`src/rtl/ahb_req2mst.sv`:
```
// Converts one command at a time into a single AHB-Lite transfer and reports the outcome.
// Misaligned or oversized commands are answered locally with an error.
module ahb_req2mst #(
  parameter logic [31:0] P_ADDR_MASK = 32'hFFFFFFFF,
  parameter logic [31:0] P_ADDR_BASE = 32'h00000000,
  parameter logic [3:0]  P_HPROT     = 4'b0011
) (
  input  logic        clk,
  input  logic        rst,
  input  logic        cmd_req,
  input  logic [31:0] cmd_addr,
  input  logic        cmd_write,
  input  logic [2:0]  cmd_size,
  input  logic [31:0] cmd_wdata,
  output logic        cmd_busy,
  output logic        cmd_ack,
  output logic [31:0] cmd_rdata,
  output logic        cmd_err,
  output logic [31:0] ahb_mst_haddr,
  output logic [1:0]  ahb_mst_htrans,
  output logic        ahb_mst_hwrite,
  output logic [2:0]  ahb_mst_hsize,
  output logic [2:0]  ahb_mst_hburst,
  output logic [3:0]  ahb_mst_hprot,
  output logic [31:0] ahb_mst_hwdata,
  output logic        ahb_mst_hlock,
  input  logic [31:0] ahb_mst_hrdata,
  input  logic        ahb_mst_hready,
  input  logic [1:0]  ahb_mst_hresp
);

  // state | meaning
  // IDLE  | waiting for cmd_req; illegal commands are answered from here
  // ADDR  | NONSEQ address phase, held until hready
  // DATA  | data phase, held until hready; completion reported next cycle
  typedef enum logic [1:0] {IDLE, ADDR, DATA} state_t;

  localparam logic [1:0] HTRANS_IDLE   = 2'b00;
  localparam logic [1:0] HTRANS_NONSEQ = 2'b10;

  state_t      state;
  logic [31:0] wdata_q;
  logic        legal;

  always_comb begin
    legal = 1'b0;
    case (cmd_size)
      3'd0:    legal = 1'b1;
      3'd1:    legal = ~cmd_addr[0];
      3'd2:    legal = (cmd_addr[1:0] == 2'b00);
      default: legal = 1'b0;
    endcase
  end

  always_ff @(posedge clk or posedge rst) begin
    if (rst) begin
      state          <= IDLE;
      wdata_q        <= '0;
      ahb_mst_htrans <= HTRANS_IDLE;
      ahb_mst_haddr  <= '0;
      ahb_mst_hwrite <= 1'b0;
      ahb_mst_hsize  <= '0;
      ahb_mst_hwdata <= '0;
      cmd_ack        <= 1'b0;
      cmd_err        <= 1'b0;
      cmd_rdata      <= '0;
    end else begin
      cmd_ack <= 1'b0;
      case (state)
        IDLE: begin
          if (cmd_req) begin
            if (legal) begin
              state          <= ADDR;
              ahb_mst_htrans <= HTRANS_NONSEQ;
              ahb_mst_haddr  <= (cmd_addr & P_ADDR_MASK) | P_ADDR_BASE;
              ahb_mst_hwrite <= cmd_write;
              ahb_mst_hsize  <= cmd_size;
              wdata_q        <= cmd_wdata;
            end else begin
              cmd_ack   <= 1'b1;
              cmd_err   <= 1'b1;
              cmd_rdata <= '0;
            end
          end
        end
        ADDR: begin
          if (ahb_mst_hready) begin
            state          <= DATA;
            ahb_mst_htrans <= HTRANS_IDLE;
            ahb_mst_hwdata <= ahb_mst_hwrite ? wdata_q : 32'd0;
          end
        end
        DATA: begin
          // The first cycle of an ERROR response has hready low, so it is simply waited out.
          if (ahb_mst_hready) begin
            state          <= IDLE;
            ahb_mst_hwdata <= '0;
            cmd_ack        <= 1'b1;
            cmd_err        <= (ahb_mst_hresp != 2'b00);
            cmd_rdata      <= ahb_mst_hwrite ? 32'd0 : ahb_mst_hrdata;
          end
        end
        default: state <= IDLE;
      endcase
    end
  end

  assign cmd_busy       = (state != IDLE);
  assign ahb_mst_hburst = 3'b000;
  assign ahb_mst_hprot  = P_HPROT;
  assign ahb_mst_hlock  = 1'b0;

endmodule

```
`config.mk`:
```
export PLATFORM = sky130hd
export DESIGN_NAME = ahb_req2mst
export DESIGN_NICKNAME = d
export VERILOG_FILES = /design/src/rtl/ahb_req2mst.sv
export SDC_FILE = /design/constraint.sdc
export NUM_CORES = 1
export LEC_CHECK = 0
export CAP_MARGIN = 20
export CORE_MARGIN = 4
export CORE_UTILIZATION = 49
export CTS_BUF_LIST = sky130_fd_sc_hd__clkbuf_4 sky130_fd_sc_hd__clkbuf_8
export CTS_CLUSTER_DIAMETER = 100
export DETAILED_ROUTE_END_ITERATION = 10
export GPL_TIMING_DRIVEN = 0
export PLACE_DENSITY = 0.87
export REMOVE_ABC_BUFFERS = 1
export SETUP_SLACK_MARGIN = 0.4
export SYNTH_ARGS = -nofsm -noshare
export SYNTH_HDL_FRONTEND = slang
export SYNTH_SLANG_ARGS = --single-unit
```
`constraint.sdc`:
```
create_clock -name clk -period 12.2 [get_ports clk]
set_input_delay 2.44 -clock clk [delete_from_list [all_inputs] [get_ports clk]]
set_output_delay 2.44 -clock clk [all_outputs]
set_load 0.005 [all_outputs]
```
==> summary.txt <==
CTS
  – Root Driver: clkbuf_8
  – TritonCTS clock tree: done
  – TritonCTS buffer count: 17
  – Clock sinks: 137
  – Post-cts resize count: 0
  – Post-CTS Setup Bufs: 0
  – Latest clock arrival within the worst-skew pair: between 400 and 500 ps
  – Clock Path Buffers: 2
  – Worst-path clk slew: 70 ps
  – CTS hold repair buffers: 0
  – H-tree lvl count: 4

Yosys
  – Synth Area per Inst: 14.7 um^2
  – Leading area contributor after synthesis: dfrtp_1
  – Synth cell types: 28
  – Synth Register Bits: about 140
  – Register area share after synthesis: 58.6%
  – Post-synthesis cell count: around 400
  – Mapped Area: 5850 um^2
  – Post-synth top area share: 58.6%
  – Synth warn: 0
  – Top post-synthesis cells by area: dfrtp_1, mux2_2, a221o_1

Floorplan
  – Ports: 219
  – Die height: ~120 um
  – Row count: 39
  – CORE AREA: 11600 um^2
  – Initial core utilization: 50.6%
  – Die Wd: 117 um
  – Die ar.: 13800 um^2

Global routing
  – Initial antenna violation count: 0
  – Total grt overflow: 0
  – Largest net degree at the start of global routing: 78
  – Global Route Usage Sum: 22.4%
  – First-pass GRT wire length: 23.3 mm
  – Vias in the first global route: approximately 4.6k

STA
  – FMAX: roughly 220 MHz
  – Tmin final: 4500 ps
  – Final Cycle Share: 36.9%
  – Unrepaired setup endpoints after global routing: false
  – Final Hold Fails: 0
  – Clock Skew: 7.97 ps
  – Final setup vio count: 0
  – Worst slew pin tran: 951 ps
  – Worst hold margin: 493 ps
  – Relative slew margins: 36.6%
  – Final slew viol count: 0
  – Setup TNS: 0 ps

Finish
  – Most frequent cells in the layout: clkdlybuf4s50_1, dfrtp_1, mux2_2
  – Layout cells sized above 1: 23.5%
  – Fin area: 8480 um^2
  – Filler instances: 778
  – Syn-to-layout area delta: 45.0%
  – N_diodes: 0
  – Most common cell after layout, fill and taps aside: clkdlybuf4s50_1
  – Nets@finish: 707

Worst hold path
  – Hold path cells: 1
  – Hold Path Origin: ahb_mst_hwdata[29]$_DFFE_PP0P_
  – Type of the worst min-delay path: register to register
  – Hold endpoint: ahb_mst_hwdata[29]$_DFFE_PP0P_

Worst setup path
  – Worst Reg2Reg Path Length in Cells: 4
  – RR Endpoint: ahb_mst_hwdata[12]$_DFFE_PP0P_
  – Worst Path Max Fanout: 35
  – Worst-path cell chain: clkdlybuf4s50_1
  – Flop2flop setup slack: 9930 ps
  – Slowest-stage cell, CP: dfrtp_1
  – CP Class: register to primary output
  – Crit path from: ahb_mst_hwrite$_DFFE_PP0P_
  – CP startpoint kind: register
  – Worst path bufs/invs: 1
  – RR Startpoint: state[0]$_DFFE_PP0P_
  – CP peak stage delay: ~970 ps
  – Crit path max-delay family: flip-flops
  – Crit path capture type: primary output
  – WP data required: about 9800 ps
  – Crit path DAT: ~2000 ps

Place
  – Placer Congestion: ~0.77
  – Post-DP HPWL: 10.4 mm
  – # port buffers: 209
  – Placed instance area: 7980 um^2

Routing
  – M1 wire length: 5.62 mm
  – First-pass DRT Iterations: 4
  – Top sig layer: met4
  – Routed WL: 14.9 mm
  – Vias per cell: 5.47
  – Drt wl/cell: just under 20 um
  – DRT iter0 DRCs: around 260
  – DR WL met2: approximately 7.6 mm
  – Final ANT Viol Nets: 0
  – Routed vias: 4143
  – Drt drc: 0
  – Met3 wire len: 1.30 mm

Power and ir drop
  – VDD IR max: 0.000114 V
  – Pwr Total: between 1500 and 2000 uW
  – Leakage power: 0.00379 uW
  – PwrDens: 182 nW/um^2

Status
  – Status: finished, final reports clean

Flow run
  – Total of max-cap violations: 0
how the worst max path moves through the flow:
stage,depth (start not counted),end
floorplan,1,ahb_mst_haddr[0]$_DFFE_PP0P_
global placement,2,ahb_mst_hwdata[28]$_DFFE_PP0P_
detailed placement,4,cmd_rdata[18]$_DFFE_PP0P_
CTS,1,ahb_mst_hwrite
global route,1,ahb_mst_hwrite
finish,1,ahb_mst_hwrite
per-layer routing:
metal  vias up  track usage [%]
met5         -                0
met4         0             9.25
met2       186             37.7
met3        27             9.77
li1       1853                -
met1      2077             24.8
power breakdown:
part	internal, uW	leakage [uW]	total [uW]	switching, uW
clock	250	0.000237	414	164
combinational	319	0.00182	465	146
sequential	582	0.00173	662	80.0
total	1150	0.00379	1540	390
layout make-up:
type / instances / area (um^2) / area share (%)
clock buffers: 24 / 312 / 3.67
clock inverters: 8 / 140 / 1.65
inverters: 3 / 16.3 / 0.192
multi-input cells: 226 / 2140 / 25.2
flip-flops and latches: 137 / 3430 / 40.4
well taps: 143 / 179 / 2.11
repair buffers: 216 / 2270 / 26.8
through the flow:
step	worst slack [ps]	instances	utilization [%]
3_3_place_gp	4460	718	67.9
4_1_cts	7630	755	72.9
3_5_place_dp	7570	723	69.0
2_1_floorplan	6090	366	-
6_report	7700	757	73.4
5_1_grt	7500	757	73.4
registers in the layout, summed over array words and instances (netlist names):
name and flops:
ahb_mst_hwdata 32, ahb_mst_hsize 3, ahb_mst_haddr 32, cmd_err 1, ahb_mst_hwrite 1, state 2, ahb_mst_htrans 1, wdata_q 32
cmd_rdata 32, cmd_ack 1
synthesized netlist by cell type:
master and count:
nor3_2 2, o211ai_4 1, o21ai_0 2, nor2_1 1
nand2_1 3, a21boi_4 1, buf_6 13, mux2_4 13
buf_2 4, o21a_1 1, or2_2 1, nand2b_1 2
a211oi_1 1, conb_1 2, a21oi_1 2, and2_1 1
inv_1 3, a21boi_0 32, nor4b_1 1, and3_1 32
mux2_1 2, buf_4 13, a221o_1 32, dfrtp_1 137
clkbuf_1 9, nor3b_4 1, mux2_2 85, nand3b_1 1
cells by family after synthesis:
group / synth area share (%)
AO/OA/AOI/OAI: 10.9
flip-flops: 58.6
other: 0.128
multiplexers: 20.1
AND/OR/NAND/NOR: 5.05
buffers and inverters: 5.28
No activity file was read; power rests on OpenSTA's default activity.
